===== config.mk =====
export PLATFORM = sky130hd
export DESIGN_NAME = uart_rx_frame
export DESIGN_NICKNAME = d
export VERILOG_FILES = /design/src/rtl/uart_rx_pkg.sv /design/src/rtl/rx_sync.sv /design/src/rtl/uart_rx_frame.sv
export SDC_FILE = /design/constraint.sdc
export NUM_CORES = 1
export LEC_CHECK = 0
export CELL_PAD_IN_SITES_DETAIL_PLACEMENT = 1
export CELL_PAD_IN_SITES_GLOBAL_PLACEMENT = 1
export CORE_MARGIN = 2
export CORE_UTILIZATION = 45
export DETAILED_ROUTE_END_ITERATION = 16
export PLACE_DENSITY_LB_ADDON = 0.1
export SYNTH_ARGS = -nofsm -noshare
export SYNTH_HDL_FRONTEND = slang
export SYNTH_SLANG_ARGS = --single-unit
export TNS_END_PERCENT = 1

===== constraint.sdc =====
create_clock -name clk_i -period 2.4 [get_ports clk_i]
set_input_delay 0.48 -clock clk_i [delete_from_list [all_inputs] [get_ports clk_i]]
set_output_delay 0.48 -clock clk_i [all_outputs]
set_load 0.05 [all_outputs]

===== src/rtl/uart_rx_pkg.sv =====
// Shared types and default timing for the UART receive frame controller.
package uart_rx_pkg;

  typedef enum logic [2:0] {
    IDLE   = 3'd0,
    START  = 3'd1,
    DATA   = 3'd2,
    PARITY = 3'd3,
    STOP   = 3'd4
  } rx_state_e;

  localparam int DEF_DATA_BITS  = 8;
  localparam int DEF_BIT_CYCLES = 10416;
  localparam int DEF_GUARD      = 5208;

endpackage


===== src/rtl/rx_sync.sv =====
// Two-flop synchronizer for asynchronous inputs; resets to the idle-high line level.
module rx_sync #(
  parameter int WIDTH = 1
) (
  input  logic             clk_i,
  input  logic             reset_i,
  input  logic [WIDTH-1:0] d_i,
  output logic [WIDTH-1:0] q_o
);

  logic [WIDTH-1:0] meta_q;
  logic [WIDTH-1:0] sync_q;

  always_ff @(posedge clk_i) begin
    if (reset_i) begin
      meta_q <= '1;
      sync_q <= '1;
    end else begin
      meta_q <= d_i;
      sync_q <= meta_q;
    end
  end

  assign q_o = sync_q;

endmodule


===== src/rtl/uart_rx_frame.sv =====
// UART receive frame controller: start detection, LSB-first data shift,
// parity/stop check, one-cycle data_valid strobe with error flags.
module uart_rx_frame
  import uart_rx_pkg::*;
#(
  parameter int DATA_BITS  = DEF_DATA_BITS,
  parameter int PARITY_ODD = 0,
  parameter int BIT_CYCLES = DEF_BIT_CYCLES,
  parameter int GUARD      = DEF_GUARD
) (
  input  logic                 clk_i,
  input  logic                 reset_i,
  input  logic                 rx_i,
  input  logic                 check_i,
  input  logic                 clk_2_i,
  output logic                 possible_start_o,
  output logic                 write_char_o,
  output logic [DATA_BITS-1:0] data_o,
  output logic                 data_valid_o,
  output logic                 parity_error_o,
  output logic                 frame_error_o
);

  localparam int  CW   = $clog2(BIT_CYCLES + 1);
  localparam int  BW   = $clog2(DATA_BITS + 1);
  localparam bit  PODD = (PARITY_ODD != 0);

  rx_state_e            state_q;
  logic                 clk_2_prev_q;
  logic [DATA_BITS-1:0] shift_q;
  logic [DATA_BITS-1:0] data_q;
  logic [BW-1:0]        bit_cnt_q;
  logic [CW-1:0]        guard_cnt_q;
  logic [CW-1:0]        stop_cnt_q;
  logic                 par_err_q;
  logic                 possible_start_q;
  logic                 write_char_q;
  logic                 data_valid_q;
  logic                 parity_error_q;
  logic                 frame_error_q;
  logic                 rx_s;
  logic                 rise;

  rx_sync #(.WIDTH(1)) u_sync (
    .clk_i   (clk_i),
    .reset_i (reset_i),
    .d_i     (rx_i),
    .q_o     (rx_s)
  );

  assign rise = clk_2_i & ~clk_2_prev_q;

  always_ff @(posedge clk_i) begin
    if (reset_i) begin
      state_q          <= IDLE;
      clk_2_prev_q     <= 1'b0;
      shift_q          <= '0;
      data_q           <= '0;
      bit_cnt_q        <= '0;
      guard_cnt_q      <= '0;
      stop_cnt_q       <= '0;
      par_err_q        <= 1'b0;
      possible_start_q <= 1'b0;
      write_char_q     <= 1'b0;
      data_valid_q     <= 1'b0;
      parity_error_q   <= 1'b0;
      frame_error_q    <= 1'b0;
    end else begin
      clk_2_prev_q   <= clk_2_i;
      data_valid_q   <= 1'b0;
      parity_error_q <= 1'b0;
      frame_error_q  <= 1'b0;
      case (state_q)
        IDLE: begin
          if (!rx_s) begin
            state_q          <= START;
            possible_start_q <= 1'b1;
          end
        end
        // clk_2 edges are ignored here; only the midpoint check decides
        START: begin
          if (check_i) begin
            possible_start_q <= 1'b0;
            if (!rx_s) begin
              state_q      <= DATA;
              write_char_q <= 1'b1;
              bit_cnt_q    <= '0;
              guard_cnt_q  <= '0;
            end else begin
              state_q <= IDLE;
            end
          end
        end
        DATA: begin
          if (guard_cnt_q < CW'(GUARD)) begin
            guard_cnt_q <= guard_cnt_q + CW'(1);
          end else if (rise) begin
            shift_q   <= {rx_s, shift_q[DATA_BITS-1:1]};
            bit_cnt_q <= bit_cnt_q + BW'(1);
            if (bit_cnt_q == BW'(DATA_BITS - 1)) begin
              state_q      <= PARITY;
              write_char_q <= 1'b0;
            end
          end
        end
        PARITY: begin
          if (rise) begin
            par_err_q  <= (^shift_q) ^ rx_s ^ PODD;
            state_q    <= STOP;
            stop_cnt_q <= '0;
          end
        end
        STOP: begin
          if (stop_cnt_q == CW'(BIT_CYCLES - 1)) begin
            frame_error_q  <= ~rx_s;
            parity_error_q <= par_err_q;
            data_q         <= shift_q;
            data_valid_q   <= 1'b1;
            state_q        <= IDLE;
          end else begin
            stop_cnt_q <= stop_cnt_q + CW'(1);
          end
        end
        default: begin
          state_q          <= IDLE;
          possible_start_q <= 1'b0;
          write_char_q     <= 1'b0;
        end
      endcase
    end
  end

  assign possible_start_o = possible_start_q;
  assign write_char_o     = write_char_q;
  assign data_o           = data_q;
  assign data_valid_o     = data_valid_q;
  assign parity_error_o   = parity_error_q;
  assign frame_error_o    = frame_error_q;

endmodule


==> Word-level counts from Yosys, hierarchy flattened <==
Index checks and enable logic that the tools add are counted.
Widths: inputs -> output; s select.
{ "word_totals": {"regBits": 60, "input_bits": 5} }
{ "op_classes": {"add_sub_neg": 3, "magnitude_cmp": 1, "n_eq_ne": 16, "muxes": 30, "n_bitwise": 9, "reduce_logical": 17} }
{ "op_table": {"columns": ["op", "count"], "rows": [
  ["$mux 14", 5],
  ["$pmux 14 s2", 2],
  ["$add 14x1->14 const B", 2],
  ["$mux 3", 7],
  ["$ne 2x2->1 const B", 10],
  ["$mux 4", 4],
  ["$pmux 3 s5", 1],
  ["$eq 14x14->1 const B", 1],
  ["$lt 14x13->1 const B", 1],
  ["$reduce_and 3->1", 3],
  ["$reduce_or 3->1", 3],
  ["$pmux 4 s2", 1],
  ["$reduce_xor 8->1", 1],
  ["$mux 1", 7],
  ["$not 1->1", 7],
  ["$reduce_and 7->1", 1],
  ["$eq 3x2->1 const B", 2],
  ["$pmux 1 s3", 2],
  ["$reduce_and 6->1", 1],
  ["$reduce_and 5->1", 1],
  ["$add 4x1->4 const B", 1],
  ["$eq 4x3->1 const B", 1],
  ["$reduce_and 2->1", 2],
  ["$reduce_and 4->1", 1],
  ["other kinds (8)", 9]
]} }

==> Longest topological paths before layout <==
{ "depth": {"depth_word": 5, "mapped_depth": 7, "depth_no_buf": 6} }

==> By module <==
Synthesis repeated with hierarchy kept, for this count alone.
{ "unflattened": {"cells_unflattened": 338, "hier_area_um2": 2916.5} }
{ "by_module_without_submodules": {"columns": ["mod", "n_inst", "cells_per_inst", "area_per_inst_um2"], "rows": [
  ["uart_rx_frame", 1, 334, 2864.0],
  ["rx_sync", 1, 4, 52.6]
]} }

==> Worst setup path before layout <==
No wires, ideal clock.
{ "synth_timing": {"path_type": "input to register", "startpoint": "input check_i", "endpoint": "register guard_cnt_q[11]", "setup_time_ps": 70, "arrival_time_ps": 1898, "required_time_ps": 2330, "path_slack_ps": 432, "cell_stages": 5, "path_cell_list": "or3b_2 o2bb2ai_2 o21ai_2 or4_1 a21oi_1"} }
{ "synth_between": {"elab_chain_len": 2} }
{ "synth_lines": {"columns": ["item", "line_no", "rtl"], "rows": [
  ["from (decl)", "uart_rx_frame.sv:14", "input logic check_i,"],
  ["$ne 2x2->1 (no source line)", null, null],
  ["$reduce_and 4->1 (no source line)", null, null],
  ["to (signal assigned)", "uart_rx_frame.sv:96", "guard_cnt_q <= guard_cnt_q + CW'(1);"],
  ["to (decl)", "uart_rx_frame.sv:33", "logic [CW-1:0] guard_cnt_q;"]
]} }
No other way between the ends.
A chain may end at the register's enable or synchronous reset.

==> Final worst setup path <==
{ "layout_timing": {"startpoint": "input check_i", "endpoint": "register guard_cnt_q[8]"} }
Same word-level chain as after synthesis.

==> results.cfg <==
[grt]
grt_pass1_vias = 2354
grt_first_pass_wirelength_um = 11200
grt_overflow = 0
grtUsageTotal_pct = 22.3
antenna_found_initial = 0
grt_max_degree = 15

[hold_path]
min_from = u_sync.meta_q$_SDFF_PP1_
hold_depth = 1
hold_path_end = u_sync.q_o$_SDFF_PP1_
hp-class = reg2reg

[layout]
multiInputGateArea_mm2 = 0.00148
antennaDiodeCount = 0
layout_commonest_cell = dfxtp_1
area_growth_syn_to_layout_pct = 20.0
layout_common_cells = dfxtp_1, nor2_1, a21oi_1, mux2i_1, clkdlybuf4s50_1
finish.utilization_pct = 55.7
final_net_count = 345
fillers = 686
drive_above_1_share_pct = 14.9
stdcell_count = 417
seq_area_mm2 = 0.00120
postLayoutCellArea_mm2 = 0.00330

[sta]
fmax_mhz = 447
tightestPinTransition_ps = 545
whs_ps = 421
rsz0062_at_grt = no
finalHoldViolCount = 0
setup_slack_ps = 161
slew_headroom_pct = 63.5
min_period_ps = 2240
drv_slew = 0
clock_skew_ps = 7.36
fin_tns_setup_ps = 0
post-route-period-util_pct = 93.3
finalSetupViolCount = 0

[power]
comb_power_share_pct = 3.1
clockPowerShare_pct = 48.8
internal_power_mw = 1.63
seq_power_share_pct = 48.1
power_density_mw_per_mm2 = 633
p_total_mw = 2.09
vdd_ir_drop_max_v = 0.000537
leakage_nw = 1.15
switching_share_pct = 21.8
power_switching_mw = 0.454

[detailed_routing]
vias = 2323
via_per_inst = 5.57
wl_per_cell_um = 16.0
drt_iter0_drc = 145
drt_pre_antenna_iters = 4
ant_nets = 0
drcViolationCount = 0
drt-total-wl_um = 6690

[cts]
post_cts.repair.setup_buffers = 0
cts_root_buf = clkbuf_8
numCtsBuffers = 9
clk_pin_slew_ps = 70
numClockSinks = 60
h-tree-depth = 3
cts_buffer_depth = 2
ctsResizeCount = 0
cts_hold_buf = 0
insertion_delay_ps = 350
cts_tree = built

[status]
status = finished, final reports clean

[critical_path]
arrival_ps = 2520
r2r-start = guard_cnt_q[7]$_SDFFE_PP0P_
cp-start-kind = primary input
crit_type = in2reg
r2r_cells = 5
worstSetupStartpoint = check_i
path_max_fanout = 9
r2r_end = bit_cnt_q[3]$_SDFFE_PP0P_
crit_required_ps = 2680
endpoint_kind = flip-flop
reg2reg_slack_ps = 210

[logic_synthesis]
ys.flop_type = dfxtp_1
synth-adder-area-share_pct = 1.37
synth_top_family_by_area = simple AND/OR/NAND/NOR gates
synth-edff-count = 0
async_reset_ff_share_pct = 0
ys_seq_elements = 60
syn_area_per_cell_um2 = 9.04
synth-xor-area-share_pct = 4.64
synth.distinct_cells = 52
syn_inst = 304
yosys.area_share.simple_pct = 24.5
syn_area_mm2 = 0.00275
yosysSeqAreaShare_pct = 43.7
synth_compound_area_share_pct = 16.2
syn-num-nets = 312
synth_warnings = 0
muxShareOfSynthArea_pct = 6.92

[job]
cap_viol_max_count = 0

[floorplanning]
io_pins = 18
die_h_um = 82.2
die_area_mm2 = 0.00675
die_width_um = 82.2
initial_core_util_pct = 46.4
core_mm2 = 0.00592
row_count = 28

[place]
gp_congestion = 0.705
numPortBuffers = 17
numPlacedInstances = 401
dp_slack_ps = -176
dp.final_hpwl_um = 4660
placed_area_mm2 = 0.00308
==> area by class of cell <==
class                           count  area share [%]
Inverter                            6           0.683
Clock buffer                       11            4.29
Multi-Input combinational cell    227            44.7
Tap cell                           75            2.84
Clock inverter                      5            2.28
Timing Repair Buffer               33            8.80
Sequential cell                    60            36.4
==> power by group through the flow <==
stage          logic, mW  clock network (mW)  registers, mW
2_1_floorplan     0.0328                   0           1.03
3_3_place_gp      0.0626                   0           1.03
3_5_place_dp      0.0637                   0           1.03
4_1_cts           0.0652                1.05           1.00
5_1_grt           0.0705                1.08           1.00
6_report          0.0646                1.02           1.00
==> critical path: stages <==
cell	delay (ps)
clkdlybuf4s50_1	490
or3b_2	530
o2bb2ai_2	200
o21ai_2	150
buf_4	190
or3_1	330
a21oi_1	150
==> state kept, by name, summed over array words and instances, names as in the netlist, 3 cells and up <==
register / cells
guard_cnt_q: 14
state_q: 3
data_o: 8
bit_cnt_q: 4
stop_cnt_q: 14
shift_q: 8
==> routing by layer <==
metal	global-route usage, %	wire length [um]	vias up
met5	0	0	-
met4	9.00	143	0
met3	5.54	171	12
met2	38.1	3220	21
met1	26.9	3160	1123
li1	-	-	1167
==> logic make-up (layout without fill, tap and decap cells) <==
logic type / after synthesis / after routing
muxes: 19 / 19
adders and majority gates: 3 / 3
DFF: 60 / 60
and+or+nand+nor: 126 / 126
buffers and inverters: 17 / 55
xor gates and xnor gates: 13 / 13
AOI/OAI and AO/OA: 66 / 66
==> worst max path at each step <==
stage	to	slack [ps]	cells past startpoint
finish	guard_cnt_q[8]$_SDFFE_PP0P_	160	7
floorplan	guard_cnt_q[11]$_SDFFE_PP0P_	430	5
CTS	guard_cnt_q[8]$_SDFFE_PP0P_	170	7
global route	guard_cnt_q[11]$_SDFFE_PP0P_	50	6
detailed placement	guard_cnt_q[5]$_SDFFE_PP0P_	-180	6
global placement	guard_cnt_q[11]$_SDFFE_PP0P_	-120	6
==> synthesized netlist by cell type, types with 5 or more instances <==
cell / n / area share (%)
nand2_1: 16 / 2.2
xnor2_1: 5 / 1.6
nor2_1: 41 / 5.6
xor2_1: 7 / 2.2
dfxtp_1: 60 / 44
clkbuf_1: 6 / 0.82
mux2i_1: 19 / 6.9
nand3b_1: 5 / 1.4
o21ai_0: 15 / 2.7
nand3_1: 9 / 1.6
nor3_1: 6 / 1.1
and3_1: 6 / 1.4
o31ai_1: 5 / 1.4
a21oi_1: 22 / 4.0
inv_1: 6 / 0.82
or3_1: 9 / 2.0
Power figures use the tool's default switching activity.
